File: src/rtl/des_key_sched.sv
`default_nettype none
// ============================================================================
//  Module   : des_key_sched
//  Function : Sequential DES key schedule. Accepts a 64-bit key, applies
//             PC-1, then streams the sixteen 48-bit round subkeys one per
//             consumer handshake in encrypt (K1..K16) or decrypt (K16..K1)
//             order.
//  Revision : 1.0 - initial release
// ============================================================================
module des_key_sched (
   input  logic        clk,
   input  logic        rst_n,
   input  logic        key_valid,
   output logic        key_ready,
   input  logic [63:0] key_in,
   input  logic        decrypt,
   input  logic        abort,
   output logic        subkey_valid,
   input  logic        subkey_ready,
   output logic [47:0] subkey,
   output logic [4:0]  round,
   output logic        last
);

   typedef enum logic [0:0] {
      ST_IDLE = 1'b0,
      ST_GEN  = 1'b1
   } state_t;

   // PC-1 in DES bit numbering (bit 1 = key_in[63]); first 28 entries form C, rest D.
   localparam int unsigned c_pc1 [56] = '{
      57, 49, 41, 33, 25, 17,  9,  1, 58, 50, 42, 34, 26, 18,
      10,  2, 59, 51, 43, 35, 27, 19, 11,  3, 60, 52, 44, 36,
      63, 55, 47, 39, 31, 23, 15,  7, 62, 54, 46, 38, 30, 22,
      14,  6, 61, 53, 45, 37, 29, 21, 13,  5, 28, 20, 12,  4
   };

   // PC-2 in DES bit numbering of the 56-bit CD (bit 1 = C msb).
   localparam int unsigned c_pc2 [48] = '{
      14, 17, 11, 24,  1,  5,  3, 28, 15,  6, 21, 10,
      23, 19, 12,  4, 26,  8, 16,  7, 27, 20, 13,  2,
      41, 52, 31, 37, 47, 55, 30, 40, 51, 45, 33, 48,
      44, 49, 39, 56, 34, 53, 46, 42, 50, 36, 29, 32
   };

   // Bit r set means round r uses a 2-bit rotation, otherwise 1 bit.
   localparam logic [31:0] c_dbl = 32'h0000_FDF8;

   state_t      r_state;
   logic [27:0] r_c;
   logic [27:0] r_d;
   logic [4:0]  r_round;
   logic        r_mode;

   logic [55:0] w_pc1;
   logic [27:0] w_c0;
   logic [27:0] w_d0;
   logic [55:0] w_cd;
   logic [47:0] w_pc2;
   logic        w_enc_two;
   logic        w_dec_two;
   logic        w_unused_parity;

   function automatic logic [27:0] rotl28(input logic [27:0] x, input logic two);
      return two ? {x[25:0], x[27:26]} : {x[26:0], x[27]};
   endfunction

   function automatic logic [27:0] rotr28(input logic [27:0] x, input logic two);
      return two ? {x[1:0], x[27:2]} : {x[0], x[27:1]};
   endfunction

   // PC-1 wiring from the incoming key
   for (genvar gi = 0; gi < 56; gi++) begin : g_pc1
      assign w_pc1[55-gi] = key_in[64 - c_pc1[gi]];
   end

   assign w_c0 = w_pc1[55:28];
   assign w_d0 = w_pc1[27:0];

   // Parity bits (DES bits 8,16,...,64) play no part in the schedule
   assign w_unused_parity = ^{key_in[56], key_in[48], key_in[40], key_in[32],
                              key_in[24], key_in[16], key_in[8],  key_in[0]};

   // PC-2 wiring from the live C/D registers
   assign w_cd = {r_c, r_d};
   for (genvar gj = 0; gj < 48; gj++) begin : g_pc2
      assign w_pc2[47-gj] = w_cd[56 - c_pc2[gj]];
   end

   // Encrypt walks forward to round+1; decrypt undoes the shift of round 17-round
   assign w_enc_two = c_dbl[r_round + 5'd1];
   assign w_dec_two = c_dbl[5'd17 - r_round];

   // Control FSM with C/D rotation datapath
   always_ff @(posedge clk or negedge rst_n) begin
      if (!rst_n) begin
         r_state <= ST_IDLE;
         r_c     <= '0;
         r_d     <= '0;
         r_round <= '0;
         r_mode  <= 1'b0;
      end else if (abort) begin
         r_state <= ST_IDLE;
         r_round <= '0;
      end else begin
         case (r_state)
            ST_IDLE: begin
               if (key_valid) begin
                  r_mode  <= decrypt;
                  r_round <= 5'd1;
                  r_state <= ST_GEN;
                  // C16D16 == C0D0, so decrypt starts from the unshifted halves
                  if (decrypt) begin
                     r_c <= w_c0;
                     r_d <= w_d0;
                  end else begin
                     r_c <= rotl28(w_c0, 1'b0);
                     r_d <= rotl28(w_d0, 1'b0);
                  end
               end
            end
            ST_GEN: begin
               if (subkey_ready) begin
                  if (r_round == 5'd16) begin
                     r_state <= ST_IDLE;
                     r_round <= '0;
                  end else begin
                     r_round <= r_round + 5'd1;
                     if (r_mode) begin
                        r_c <= rotr28(r_c, w_dec_two);
                        r_d <= rotr28(r_d, w_dec_two);
                     end else begin
                        r_c <= rotl28(r_c, w_enc_two);
                        r_d <= rotl28(r_d, w_enc_two);
                     end
                  end
               end
            end
            default: r_state <= ST_IDLE;
         endcase
      end
   end

   // Outputs decode directly from registered state
   assign key_ready    = (r_state == ST_IDLE);
   assign subkey_valid = (r_state == ST_GEN);
   assign subkey       = subkey_valid ? w_pc2 : '0;
   assign round        = r_round;
   assign last         = subkey_valid && (r_round == 5'd16);

endmodule
`default_nettype wire

File: config.mk
export PLATFORM = sky130hd
export DESIGN_NAME = des_key_sched
export DESIGN_NICKNAME = d
export VERILOG_FILES = /design/src/rtl/des_key_sched.sv
export SDC_FILE = /design/constraint.sdc
export NUM_CORES = 1
export LEC_CHECK = 0
export ABC_CLOCK_PERIOD_IN_PS = 2300
export BUFFER_PORTS_ARGS = -buffer_cell sky130_fd_sc_hd__buf_4
export CAP_MARGIN = 20
export CORE_MARGIN = 2
export CORE_UTILIZATION = 30
export CTS_CLUSTER_SIZE = 28
export DETAILED_ROUTE_END_ITERATION = 7
export SLEW_MARGIN = 25
export SYNTH_ARGS = -nofsm -noshare
export SYNTH_HDL_FRONTEND = slang
export SYNTH_SLANG_ARGS = --single-unit
File: constraint.sdc
create_clock -name clk -period 2.3 [get_ports clk]
set_input_delay 0.115 -clock clk [delete_from_list [all_inputs] [get_ports clk]]
set_output_delay 0.115 -clock clk [all_outputs]
set_load 0.05 [all_outputs]
==> results of run 1 <==
-- worst max-delay path, delay by kind of cell, from the launching register on --
kind	cells	cell delay, ns
buffers and inverters	3	0.42
DFF	1	0.41
and+or+nand+nor	3	0.68
AOI/OAI and AO/OA	2	0.30
adders and majority gates	1	0.22
-- metal layers --
| metal | up-vias | GRT usage | share of wire |
|---|---|---|---|
| met3 | 23 | 0.0425 | 0.073 |
| met5 | - | 0 | 0 |
| met2 | 213 | 0.263 | 0.45 |
| met1 | 2486 | 0.231 | 0.46 |
| li1 | 2348 | - | - |
| met4 | 0 | 0.0532 | 0.016 |
-- path summary, 6_finish.rpt --
kind | slack (ns) | to | from | depth (start not counted)
max | 0.12 | r_c[25]$_DFFE_PN0P_ | round[1]$_DFFE_PN0P_ | 9
min | 0.06 | subkey_valid$_DFF_PN0_ | key_valid | 3
max reg2reg | 0.12 | r_c[25]$_DFFE_PN0P_ | round[1]$_DFFE_PN0P_ | 9
min reg2reg | 0.55 | r_mode$_DFFE_PN0P_ | r_mode$_DFFE_PN0P_ | 1
max in group asynchronous | 1.20 | round[2]$_DFFE_PN0P_ | rst_n | 2
min in group asynchronous | 0.45 | r_c[7]$_DFFE_PN0P_ | rst_n | 2
-- flip-flops by register name (all words and copies together), names as in the netlist --
name / cells
subkey_valid: 1
round: 5
r_c: 28
r_mode: 1
r_d: 28
-- stage by stage --
stage | hold slack [ns] | area [um^2] | setup TNS [ns] | total power [mW]
final | 0.0631 | 7000 | 0 | 4.86
after global placement | 0.286 | 6600 | 0 | 3.31
after CTS | 0.0515 | 6930 | 0 | 4.88
after detailed placement | 0.299 | 6600 | 0 | 3.35
after floorplan | -0.181 | 5480 | 0 | 2.78
after global routing | 0.0749 | 7000 | -0.00679 | 5.08
-- Yosys cell counts (all sizes together), types with 2 or more instances --
library cell  instances
a21oi                 5
inv                   4
nand3                 2
buf                  35
and2                 49
dfrtp                63
nor2b                 2
nand3b               56
nand2b                2
nor3                  3
o2111a               56
nand2                 9
ha                    4
nor2                 65
mux2i               112
clkbuf               24
o31ai                 4
xor2                  2
o21ai                 4
a2bb2oi              56
-- area by class of cell --
type,instances,share of cell area
multi-input cells,441,0.514
clock inverters,5,0.0116
well taps,229,0.0409
flip-flops and latches,63,0.226
clock buffers,11,0.0347
inverters,4,0.00214
repair buffers,142,0.171
-- logic make-up (layout without fill, tap and decap cells) --
family                   Yosys count  count (layout)  synth area share
flip-flops                        63              63             0.288
AND/OR/NAND/NOR                  191             191             0.201
buffers and inverters             63             162            0.0640
AO/OA/AOI/OAI                    130             130             0.227
XOR/XNOR                           3               3           0.00480
adder cells (fa/ha/maj)            4               4           0.00914
multiplexers                     113             113             0.207
-- report_power, final --
part,leakage (nW),internal (mW),switching [mW],total (mW)
Clock,0.156,0.979,0.532,1.51
Combinational,2.34,0.792,0.849,1.64
Sequential,0.709,1.36,0.346,1.70
Total,3.21,3.13,1.73,4.86
-- what timing repair did --
| item | 4_1_cts | 5_1_grt |
|---|---|---|
| resized for setup | 0 | 2 |
| buffers inserted | 0 | 3 |
| hold buffers | 1 | 0 |
| endpoints found under the setup margin | 0 | 56 |
| endpoints found under the hold margin | 63 | 0 |
==> results.yml, run 1 <==
timing:
  finalCritPeriodShare: 0.948
  fmax_mhz: 459
  post-route-min-period_ns: 2.18
  tightest_slew_ns: 0.897
  relSlewSlack: 0.402
  slew_viol_final: 0
  layout_setup_ws_ns: 0.119
  hold_viol: 0
  clock_skew_ns: 0.00687
  finalSetupViolations: 0
clocking:
  clock_latency_ns: 0.33
  numClockSinks: 63
  htree_levels: 3
  numCtsBuffers: 9
  clkTransAtPathRegs_ns: 0.06
  cts_tree: "yes"
  cts_root_buffer: "clkbuf_16"
  cts.path.max_buffers: 2
final_layout:
  drive_above_1_share: 0.254
  final_cells: 895
  multi_input_comb_area_um2: 3600
  synthToLayoutAreaGrowth_pct: 28.0
  finalNetCount: 735
  layout_common_cells: "buf_4 (131), mux2i_1 (112), nor2_1 (64)"
  finish.utilization: 0.390
  layout_commonest_cell: "buf_4"
  regArea_um2: 1580
  n_fill_cell: 1790
  antenna_cells: 0
power:
  ir_worst_vdd_v: 0.000349
  powerDensity_nw_per_um2: 693
  p_leak_nw: 3.21
yosys:
  avgSynthCellArea_um2: 9.65
  ys_top_cells_by_area: "dfrtp_1 (29%), mux2i_1 (20%), o2111a_1 (12%)"
  synth_edf_count: 0
  ys_seq_elements: 63
  async_flop_share: 1.00
  netlist.area_leader.share: 0.288
  yosys.area.top_type: "dfrtp_1"
  ys_seq_area_frac: 0.288
  synth_ff_type: "dfrtp_1"
  synth_cells: 567
  synth_nets: 641
  synth_warnings: 0
  synth_area_um2: 5470
  synth_cell_types: 34
floorplanning:
  die_h_um: 139
  fp.coreArea_um2: 18000
  start_util: 0.305
  pin_count: 126
  dieWidth_um: 139
  rows: 49
  die_area_um2: 19300
grt:
  grt_max_degree: 64
  grtUsageTotal: 0.169
  antenna_found_initial: 0
  grt_overflow_total: 0
  first_global_vias: 5223
  grt_pass1_wl_mm: 27.2
routing:
  drtPass1Iterations: 6
  drt_first_iter_violations: 471
  drc: 0
  drt_wl_total_mm: 17.0
  num_vias: 5070
  ant_nets: 0
  viasPerCell: 5.66
  drt-wirelength-per-cell_um: 19.0
min_path:
  hold_path_class: "in -> reg"
critical_path:
  crit_chain: "inv_1, ha_1, nand4bb_4, or4b_4, a21oi_4, buf_12, buf_12, nand3b_1, o2111a_1"
  cp_data_required_time_ns: 2.51
  crit_arrival_ns: 2.39
  cp-start-kind: "flip-flop"
  worst-setup-path-type: "reg -> reg"
  worstSetupEndpointType: "flip-flop"
  cp_max_fo: 22
  cp_common_cell: "buf_12"
  critPathMaxStageDelay_ns: 0.49
  crit_slowest_cell: "or4b_4"
flow_run:
  cap_violations: 0
place:
  hpwl_mm: 11.0
  post-place-ws_ns: 0.0348
  port_buffers: 117
  place.gp.congestion: 0.768
  dp.cells: 874
run_status:
  status: "finished, final reports clean"
Power figures use the tool's default switching activity.
==> run 2, diff against run 1 <==
--- a/config.mk
+++ b/config.mk
@@ -10,6 +10,7 @@
 export CAP_MARGIN = 20
 export CORE_MARGIN = 2
 export CORE_UTILIZATION = 30
+export CTS_BUF_LIST = sky130_fd_sc_hd__clkbuf_8 sky130_fd_sc_hd__clkbuf_16
 export CTS_CLUSTER_SIZE = 28
 export DETAILED_ROUTE_END_ITERATION = 7
 export SLEW_MARGIN = 25
==> run 2 against run 1 <==
  * Sequential share of layout area stayed put
  * Cell count stayed put
  * Core utilization stayed put
  * First-iteration DRC count stayed put
  * Die area stayed put
  * Worst setup slack hardly changed
  * Power hardly changed
  * Critical path type unchanged
  * Flip-flop and latch count stayed put
==> results.yml, run 2 (synthesized netlist as in run 1, its figures left out) <==
power:
  p_int_mw: 3.12
  pwr-share-clk: 0.311
  comb_power_share: 0.338
  netSwitchingPower_mw: 1.73
  switching_share: 0.356
  ir_worst_vdd_v: 0.000349
  powerDensity_nw_per_um2: 693
  seqPwrFrac: 0.351
  p_leak_nw: 3.21
routing:
  viasPerCell: 5.66
  drt_first_iter_violations: 471
  drt-wirelength-per-cell_um: 19.0
  drt_wl_total_mm: 17.0
  drc: 0
  num_vias: 5070
  drtPass1Iterations: 6
  ant_nets: 0
timing:
  finalCritPeriodShare: 0.948
  fmax_mhz: 459
  hold_viol: 0
  relSlewSlack: 0.402
  tightest_slew_ns: 0.897
  tns_ns: 0
  post-route-min-period_ns: 2.18
  clock_skew_ns: 0.00706
  hold_slack_ns: 0.0631
  finalSetupViolations: 0
  slew_viol_final: 0
min_path:
  holdPathEnd: "subkey_valid$_DFF_PN0_"
  hold_path_class: "in -> reg"
  min_from: "key_valid"
  hold_depth: 3
final_layout:
  antenna_cells: 0
  synthToLayoutAreaGrowth_pct: 28.0
  final_area_um2: 7000
  finalNetCount: 735
  drive_above_1_share: 0.254
  layout_commonest_cell: "buf_4"
  layout_common_cells: "buf_4 (131), mux2i_1 (112), nor2_1 (64)"
critical_path:
  critPathMaxStageDelay_ns: 0.49
  worstSetupEndpointType: "flip-flop"
  cp-start-kind: "flip-flop"
  crit_arrival_ns: 2.39
  r2r_setup_slack_ns: 0.12
  reg2reg_to: "r_c[25]$_DFFE_PN0P_"
  crit_slowest_cell: "or4b_4"
  crit_chain: "inv_1, ha_1, nand4bb_4, or4b_4, a21oi_4, buf_12, buf_12, nand3b_1, o2111a_1"
  crit_buf_inv: 3
  cp_data_required_time_ns: 2.51
  worst-setup-path-type: "reg -> reg"
  reg2reg_depth: 9
  cp_max_fo: 22
  rr_startpoint: "round[1]$_DFFE_PN0P_"
  crit_family: "simple AND/OR/NAND/NOR gates"
  cp_common_cell: "buf_12"
grt:
  use_met1: 0.231
  grt.busiest_layer: "met2"
  first_global_vias: 5223
  grt_overflow_total: 0
  grt_use_met3: 0.0425
  grt_max_degree: 64
  grt_pass1_wl_mm: 27.2
  antenna_found_initial: 0
  grtUsageTotal: 0.169
  globalRouteMet2Util: 0.263
clocking:
  clock_latency_ns: 0.33
  cts_tree: "yes"
  numCtsBuffers: 9
  htree_levels: 3
  cts.path.max_buffers: 2
  cts_root_buffer: "clkbuf_16"
  clkTransAtPathRegs_ns: 0.06
  numClockSinks: 63
floorplanning:
  rows: 49
  fp.coreArea_um2: 18000
  start_util: 0.305
  die_h_um: 139
  dieWidth_um: 139
  pin_count: 126
  die_area_um2: 19300
place:
  hpwl_mm: 11.0
  place.gp.congestion: 0.768
  place_area_um2: 6600
  port_buffers: 117
flow_run:
  cap_violations: 0
run_status:
  status: "finished, final reports clean"
[run 2: routing by layer]
metal  up-vias  wire length, um  share of wire
li1       2348                -              -
met1      2486             7750           0.46
met5         -                0              0
met3        23             1250          0.073
met4         0              276          0.016
met2       213             7700           0.45
[run 2: how the worst max path moves through the flow]
stage,start,to,slack (ns),cells after the start
2_1_floorplan,round[1]$_DFFE_PN0P_,r_c[0]$_DFFE_PN0P_,0.04,8
5_1_grt,round[1]$_DFFE_PN0P_,r_c[25]$_DFFE_PN0P_,-0.007,9
4_1_cts,round[1]$_DFFE_PN0P_,r_d[0]$_DFFE_PN0P_,0.01,8
3_3_place_gp,round[1]$_DFFE_PN0P_,r_d[22]$_DFFE_PN0P_,0.07,8
3_5_place_dp,round[1]$_DFFE_PN0P_,r_d[13]$_DFFE_PN0P_,0.03,8
6_report,round[1]$_DFFE_PN0P_,r_c[25]$_DFFE_PN0P_,0.12,9
[run 2: worst register-to-register path, delay by kind of cell (launching register included)]
family          cells  cell delay, ns
fa+ha+maj           1            0.22
compound gates      2            0.30
buf+inv             3            0.42
simple gates        3            0.70
flops               1            0.41
[run 2: final cells by class]
cell class | count | area [um^2]
Tap cell | 229 | 287
Timing Repair Buffer | 142 | 1200
Sequential cell | 63 | 1580
Multi-Input combinational cell | 441 | 3600
Inverter | 4 | 15.0
Clock buffer | 10 | 239
Fill cell | 1790 | 11000
Clock inverter | 6 | 85.1
[run 2: what timing repair did]
action	4_1_cts	5_1_grt
hold buffers	1	0
resized for setup	0	2
hold endpoints to repair	63	0
buffers inserted	0	3
endpoints found under the setup margin	0	56
[run 2: power by group through the flow]
stage                     combinational (mW)  clock (mW)  sequential, mW
final                                   1.64        1.51            1.70
after global routing                    1.75        1.58            1.75
after CTS                               1.64        1.54            1.69
after detailed placement                1.64           0            1.71
after global placement                  1.61           0            1.71
after floorplan                         1.19           0            1.59
[run 2: stage by stage]
step	total power [mW]	cells	setup WS, ns	utilization
after floorplan	2.78	567	0.0387	-
after CTS	4.87	891	0.0108	0.386
after global routing	5.07	895	-0.00679	0.390
after global placement	3.31	874	0.0734	0.367
final	4.85	895	0.119	0.390
after detailed placement	3.35	874	0.0348	0.367
